<file path="config.mk">
export PLATFORM = sky130hd
export DESIGN_NAME = multi_channel_timer
export DESIGN_NICKNAME = d
export VERILOG_FILES = /design/src/rtl/multi_timer_pkg.sv /design/src/rtl/timer_channel.sv /design/src/rtl/multi_channel_timer.sv
export SDC_FILE = /design/constraint.sdc
export NUM_CORES = 1
export LEC_CHECK = 0
export ABC_AREA = 1
export CELL_PAD_IN_SITES_DETAIL_PLACEMENT = 0
export CELL_PAD_IN_SITES_GLOBAL_PLACEMENT = 1
export CORE_UTILIZATION = 45
export CTS_BUF_LIST = sky130_fd_sc_hd__clkbuf_2
export CTS_CLUSTER_DIAMETER = 80
export DETAILED_ROUTE_END_ITERATION = 10
export GPL_TIMING_DRIVEN = 1
export PLACE_DENSITY = 0.95
export SYNTH_ARGS = -nofsm -noshare
export SYNTH_HDL_FRONTEND = slang
export SYNTH_SLANG_ARGS = --single-unit
</file>
<file path="constraint.sdc">
create_clock -name csi_clk -period 2.4 [get_ports csi_clk]
set_input_delay 0.36 -clock csi_clk [delete_from_list [all_inputs] [get_ports csi_clk]]
set_output_delay 0.36 -clock csi_clk [all_outputs]
set_load 0.05 [all_outputs]
</file>
<file path="src/rtl/multi_timer_pkg.sv">
// Shared register map and control-field positions for the multi-channel timer.
package multi_timer_pkg;

    // Register offsets within a channel (address[1:0])
    localparam logic [1:0] REG_CTRL   = 2'd0;
    localparam logic [1:0] REG_LOAD   = 2'd1;
    localparam logic [1:0] REG_COUNT  = 2'd2;
    localparam logic [1:0] REG_STATUS = 2'd3;

    // CTRL register bit positions
    localparam int unsigned CTRL_EN      = 0;
    localparam int unsigned CTRL_MODE    = 1;
    localparam int unsigned CTRL_IRQEN   = 2;
    localparam int unsigned CTRL_PRE_LSB = 8;

    // CTRL.MODE encodings
    localparam logic MODE_ONESHOT  = 1'b0;
    localparam logic MODE_PERIODIC = 1'b1;

endpackage

</file>
<file path="src/rtl/timer_channel.sv">
// One timer channel: control/load registers, prescaler, up-counter and sticky expiry flag.
module timer_channel
    import multi_timer_pkg::*;
#(
    parameter int unsigned CNT_W = 24,
    parameter int unsigned PRE_W = 8
) (
    input  logic        clk_i,
    input  logic        rst_i,
    input  logic        wr_ctrl_i,
    input  logic        wr_load_i,
    input  logic        wr_count_i,
    input  logic        wr_status_i,
    input  logic [31:0] wdata_i,
    output logic [31:0] ctrl_o,
    output logic [31:0] load_o,
    output logic [31:0] count_o,
    output logic        flag_o,
    output logic        irq_req_o
);

    logic             en_q, en_d;
    logic             mode_q, mode_d;
    logic             irq_en_q, irq_en_d;
    logic [PRE_W-1:0] pre_q, pre_d;
    logic [PRE_W-1:0] pcnt_q, pcnt_d;
    logic [CNT_W-1:0] load_q, load_d;
    logic [CNT_W-1:0] count_q, count_d;
    logic             flag_q, flag_d;
    logic             tick;
    logic             expire;
    logic             unused_wdata;

    // Only a slice of the write bus is meaningful to any one register
    assign unused_wdata = ^wdata_i;

    assign tick   = en_q && (pcnt_q == pre_q);
    assign expire = tick && (count_q == load_q);

    // Next-state: counting first, then bus writes layered on top so writes win
    always_comb begin
        en_d     = en_q;
        mode_d   = mode_q;
        irq_en_d = irq_en_q;
        pre_d    = pre_q;
        pcnt_d   = pcnt_q;
        load_d   = load_q;
        count_d  = count_q;
        flag_d   = flag_q;

        if (en_q) begin
            pcnt_d = tick ? '0 : pcnt_q + PRE_W'(1);
        end

        if (tick) begin
            if (!expire) begin
                count_d = count_q + CNT_W'(1);
            end else if (mode_q == MODE_PERIODIC) begin
                count_d = '0;
            end else begin
                // One-shot: count parks at LOAD and the channel disarms
                en_d = 1'b0;
            end
        end

        // Expiry set has priority over a same-cycle W1C
        if (wr_status_i && wdata_i[0]) begin
            flag_d = 1'b0;
        end
        if (expire) begin
            flag_d = 1'b1;
        end

        if (wr_ctrl_i) begin
            en_d     = wdata_i[CTRL_EN];
            mode_d   = wdata_i[CTRL_MODE];
            irq_en_d = wdata_i[CTRL_IRQEN];
            pre_d    = wdata_i[CTRL_PRE_LSB +: PRE_W];
            // Rising EN restarts from zero; rewriting EN=1 leaves counting alone
            if (!en_q && wdata_i[CTRL_EN]) begin
                count_d = '0;
                pcnt_d  = '0;
            end
        end

        if (wr_load_i) begin
            load_d = wdata_i[CNT_W-1:0];
        end

        if (wr_count_i) begin
            count_d = '0;
            pcnt_d  = '0;
        end
    end

    // Channel state registers with synchronous reset
    always_ff @(posedge clk_i) begin
        if (rst_i) begin
            en_q     <= 1'b0;
            mode_q   <= MODE_ONESHOT;
            irq_en_q <= 1'b0;
            pre_q    <= '0;
            pcnt_q   <= '0;
            load_q   <= '0;
            count_q  <= '0;
            flag_q   <= 1'b0;
        end else begin
            en_q     <= en_d;
            mode_q   <= mode_d;
            irq_en_q <= irq_en_d;
            pre_q    <= pre_d;
            pcnt_q   <= pcnt_d;
            load_q   <= load_d;
            count_q  <= count_d;
            flag_q   <= flag_d;
        end
    end

    // Register readback views, zero-extended to the bus width
    always_comb begin
        ctrl_o                           = '0;
        ctrl_o[CTRL_EN]                  = en_q;
        ctrl_o[CTRL_MODE]                = mode_q;
        ctrl_o[CTRL_IRQEN]               = irq_en_q;
        ctrl_o[CTRL_PRE_LSB +: PRE_W]    = pre_q;
    end

    assign load_o    = 32'(load_q);
    assign count_o   = 32'(count_q);
    assign flag_o    = flag_q;
    assign irq_req_o = flag_q & irq_en_q;

endmodule

</file>
<file path="src/rtl/multi_channel_timer.sv">
// Avalon-MM multi-channel timer: address decode, registered read mux and interrupt OR.
module multi_channel_timer
    import multi_timer_pkg::*;
#(
    parameter int unsigned NUM_CH = 4,
    parameter int unsigned CNT_W  = 24,
    parameter int unsigned PRE_W  = 8
) (
    input  logic                        csi_clk,
    input  logic                        rsi_reset,
    output logic                        irq,
    input  logic                        avs_s0_write,
    input  logic                        avs_s0_read,
    input  logic [$clog2(NUM_CH)+1:0]   avs_s0_address,
    input  logic [31:0]                 avs_s0_writedata,
    output logic [31:0]                 avs_s0_readdata
);

    localparam int unsigned CH_W  = $clog2(NUM_CH);
    localparam int unsigned SEL_W = (CH_W > 0) ? CH_W : 1;

    logic [SEL_W-1:0]  ch_sel;
    logic [1:0]        reg_sel;
    logic [31:0]       ctrl_rd  [NUM_CH];
    logic [31:0]       load_rd  [NUM_CH];
    logic [31:0]       count_rd [NUM_CH];
    logic [NUM_CH-1:0] flag_vec;
    logic [NUM_CH-1:0] irq_vec;
    logic [31:0]       rd_mux;
    logic [31:0]       rdata_q;
    logic              irq_q;

    assign reg_sel = avs_s0_address[1:0];

    // A single-channel build has no channel-select bits
    if (CH_W > 0) begin : g_sel
        assign ch_sel = avs_s0_address[CH_W+1:2];
    end else begin : g_sel_none
        assign ch_sel = '0;
    end

    // Channels; an index with no matching instance decodes to nothing
    for (genvar i = 0; i < NUM_CH; i++) begin : g_ch
        logic hit;
        assign hit = avs_s0_write && (ch_sel == SEL_W'(i));

        timer_channel #(
            .CNT_W (CNT_W),
            .PRE_W (PRE_W)
        ) u_channel (
            .clk_i       (csi_clk),
            .rst_i       (rsi_reset),
            .wr_ctrl_i   (hit && (reg_sel == REG_CTRL)),
            .wr_load_i   (hit && (reg_sel == REG_LOAD)),
            .wr_count_i  (hit && (reg_sel == REG_COUNT)),
            .wr_status_i (hit && (reg_sel == REG_STATUS)),
            .wdata_i     (avs_s0_writedata),
            .ctrl_o      (ctrl_rd[i]),
            .load_o      (load_rd[i]),
            .count_o     (count_rd[i]),
            .flag_o      (flag_vec[i]),
            .irq_req_o   (irq_vec[i])
        );
    end

    // Read mux; out-of-range channels fall through to zero
    always_comb begin
        rd_mux = '0;
        for (int i = 0; i < NUM_CH; i++) begin
            if (ch_sel == SEL_W'(i)) begin
                case (reg_sel)
                    REG_CTRL:   rd_mux = ctrl_rd[i];
                    REG_LOAD:   rd_mux = load_rd[i];
                    REG_COUNT:  rd_mux = count_rd[i];
                    REG_STATUS: rd_mux = {31'b0, flag_vec[i]};
                    default:    rd_mux = '0;
                endcase
            end
        end
    end

    // Registered readdata (zero when idle) and registered interrupt
    always_ff @(posedge csi_clk) begin
        if (rsi_reset) begin
            rdata_q <= '0;
            irq_q   <= 1'b0;
        end else begin
            rdata_q <= avs_s0_read ? rd_mux : '0;
            irq_q   <= |irq_vec;
        end
    end

    assign avs_s0_readdata = rdata_q;
    assign irq             = irq_q;

endmodule

</file>
==> metrics.txt <==
outcome=finished, final reports clean; core region area=38700 um^2; CTS sink cnt=297; Buf+Inv Stages, Crit Path=1; slowest stage delay, CP=around 560 ps; Post-Syn Instances=2801; Worst slew margin=between 40% and 50%; commonest non-fill, non-tap cells in the layout=nand2_1 (679), inv_1 (336), nor2_1 (316), o21ai_0 (298), dfxtp_1 (296); worst r2r src=g_ch[0].u_channel.count_q[21]; root buffer cell=clkbuf_2; CTS Buffer Depth=3; Clock Pin Slew Worst Setup and Hold Paths=100 ps; hold buffers post-CTS=0; Yosys warnings=0; Nets=3026; r2r setup slk=roughly 100 ps; final-report hold violation count=0; Final period util=98.0%; CP Data Arrival Time=around 2000 ps; Setup-failing EPs final=0; Yosys top cell area share=33.6%; Wirelength per Cell=18.4 um; CTS tree=yes; initial antenna violation count=6; Power Total=9.94 mW; Slew @ Worst Pin=just under 800 ps; crit-path max FO=1; asr flop ratio synth=0%; GRT Overall Usage=32.0%; Worst VDD drop=between 300 and 400 uV; worst setup margin=48.2 ps; clk_lat worst skew=1060 ps; Netlist cell types=48; Seq/Total Area, Yosys=33.6%; cells along the critical path=dlygate4sd2_1; launch point of the worst path=avs_s0_readdata[2]; maxcap violations=0; worst path required time=2040 ps; grt ovf=0; Final Non-Filler Cells=3554; Initial Util=45.6%; Crit-path slowest cell=dlygate4sd2_1; first-iteration detailed-routing DRC count=between 1500 and 2000; ys flop type=dfxtp_1; total number of vias=19600; dpl hpwl=49200 um; end point of the critical path=avs_s0_readdata[2]; ratio of cells with drive above 1 in the final layout=12.3%; first-pass GRT wire length=101000 um; post-cts resize count=27; r2r worst-path depth=12; die height=roughly 200 um; Yosys reg bits=between 200 and 300; Placer Congestion=1.01; top cell type by total area after synthesis=dfxtp_1; Num CTS Buffers=84; Avg Vias per Cell=5.51; Min Clock Period, post-route=between 2000 and 2500 ps; clk_skew=approximately 88 ps; Cell Pwr Density=492 nW/um^2; die width=200 um; row cnt=72; setup TNS=0 ps; Leak=8.42 nW; Port Buf Inserts=56; Boundary Pins=73; Reg-to-Reg End=g_ch[0].u_channel.count_q[1]; Pre-antenna DRT Iters=6; CP startpoint kind=register; largest net degree at the start of global routing=110; H-tree Lvls=3; antenna-violating nets left=0; Pins Over Slew Limit=0; most common cell after layout, fill and taps aside=nand2_1; Place WS=-59.0 ps; Crit Path Category=register to output port; total die area=40100 um^2; number of global-route vias before repair=18200; filler instances=4061; CP endpoint kind=output port; Hold Crit Class=input pin to register; family with the most delay on the worst path=buffers and inverters; area grow syn2layout=14.3%; DRC errors left=0; Post-synth EDFFs=0; achievable frequency=roughly 0.43 GHz; WL final=65400 um; Worst path depth=1; post-placement cell count=3410; Avg Inst Size Synth=6.31 um^2; post-CTS setup buffer count=0; Post-Syn Area=17700 um^2; largest cells by area after synthesis=dfxtp_1 (34%), nand2_1 (14%), o21ai_0 (8.4%), inv_1 (7.2%), nor2_1 (6.7%)
## registers in the layout, summed over array words and instances, names as in the netlist
signal	flops
g_ch.u_channel.mode_q	4
irq	1
g_ch.u_channel.load_q	96
g_ch.u_channel.en_q	4
g_ch.u_channel.flag_o	4
g_ch.u_channel.pre_q	32
g_ch.u_channel.pcnt_q	32
g_ch.u_channel.irq_en_q	4
g_ch.u_channel.count_q	96
avs_s0_readdata	24
## through the flow
| stage | instance area (um^2) | utilization (%) | hold WS, ps |
|---|---|---|---|
| after floorplan | 17700 | - | 444 |
| after global placement | 19500 | 50.4 | 455 |
| after detailed placement | 19500 | 50.4 | 469 |
| after CTS | 20200 | 52.1 | 23.3 |
| after global routing | 20200 | 52.2 | 29.1 |
| final | 20200 | 52.2 | 93.6 |
## area by class of cell
| class | count | area [um^2] | share of cell area, % |
|---|---|---|---|
| clock inverters | 18 | 73.8 | 0.365 |
| diodes | 3 | 7.51 | 0.0371 |
| well taps | 518 | 648 | 3.21 |
| repair buffers | 198 | 1710 | 8.46 |
| multi-input cells | 2020 | 9800 | 48.5 |
| inverters | 377 | 1420 | 7.00 |
| clock buffers | 123 | 616 | 3.05 |
| flip-flops and latches | 297 | 5950 | 29.4 |
## Yosys cell counts (3+ instances only)
| library cell | n |
|---|---|
| a21oi_1 | 215 |
| a31oi_1 | 13 |
| a41oi_1 | 11 |
| buf_2 | 33 |
| buf_4 | 16 |
| buf_6 | 4 |
| clkbuf_1 | 57 |
| dfxtp_1 | 297 |
| ha_1 | 8 |
| inv_1 | 337 |
| inv_2 | 39 |
| nand2_1 | 681 |
| nand2_2 | 7 |
| nand3_1 | 111 |
| nand3_2 | 3 |
| nand3b_1 | 4 |
| nand4_1 | 45 |
| nor2_1 | 316 |
| nor2_2 | 17 |
| nor2_4 | 12 |
| nor3_1 | 38 |
| nor3_2 | 5 |
| nor4_1 | 3 |
| o21ai_0 | 298 |
| o21ai_1 | 14 |
| o221ai_1 | 6 |
| o22ai_1 | 79 |
| o31ai_1 | 7 |
| or2_2 | 3 |
| xnor2_1 | 40 |
| xor2_1 | 59 |
## where the power goes
group | switching (mW) | internal (mW)
combinational | 0.841 | 0.392
clock | 2.30 | 1.35
sequential | 0.0595 | 5.00
## how the worst min path moves through the flow
| stage | from | end | slack, ps | cells past startpoint |
|---|---|---|---|---|
| finish | rsi_reset | g_ch[0].u_channel.flag_o | 90 | 2 |
| global placement | g_ch[0].u_channel.pcnt_q[7] | g_ch[0].u_channel.pcnt_q[7] | 460 | 2 |
| CTS | rsi_reset | g_ch[0].u_channel.flag_o | 20 | 2 |
| global route | rsi_reset | g_ch[0].u_channel.flag_o | 30 | 2 |
| detailed placement | g_ch[0].u_channel.pcnt_q[7] | g_ch[0].u_channel.pcnt_q[7] | 470 | 2 |
| floorplan | g_ch[0].u_channel.irq_en_q | g_ch[0].u_channel.irq_en_q | 440 | 2 |
## routing by layer
layer | part of all wire, % | track usage (%)
met1 | 42 | 41.6
met2 | 44 | 50.2
met3 | 9.7 | 6.83
met4 | 4.6 | 15.0
met5 | 0 | 0
## kinds of logic after synthesis
| family | Yosys count | share of synthesized area (%) |
|---|---|---|
| XOR/XNOR | 99 | 4.90 |
| adder cells (fa/ha/maj) | 8 | 0.566 |
| buffers and inverters | 491 | 11.2 |
| AND/OR/NAND/NOR | 1253 | 29.9 |
| AO/OA/AOI/OAI | 652 | 19.8 |
| flip-flops | 297 | 33.6 |
| other | 1 | 0.0212 |
Power figures use the tool's default switching activity.
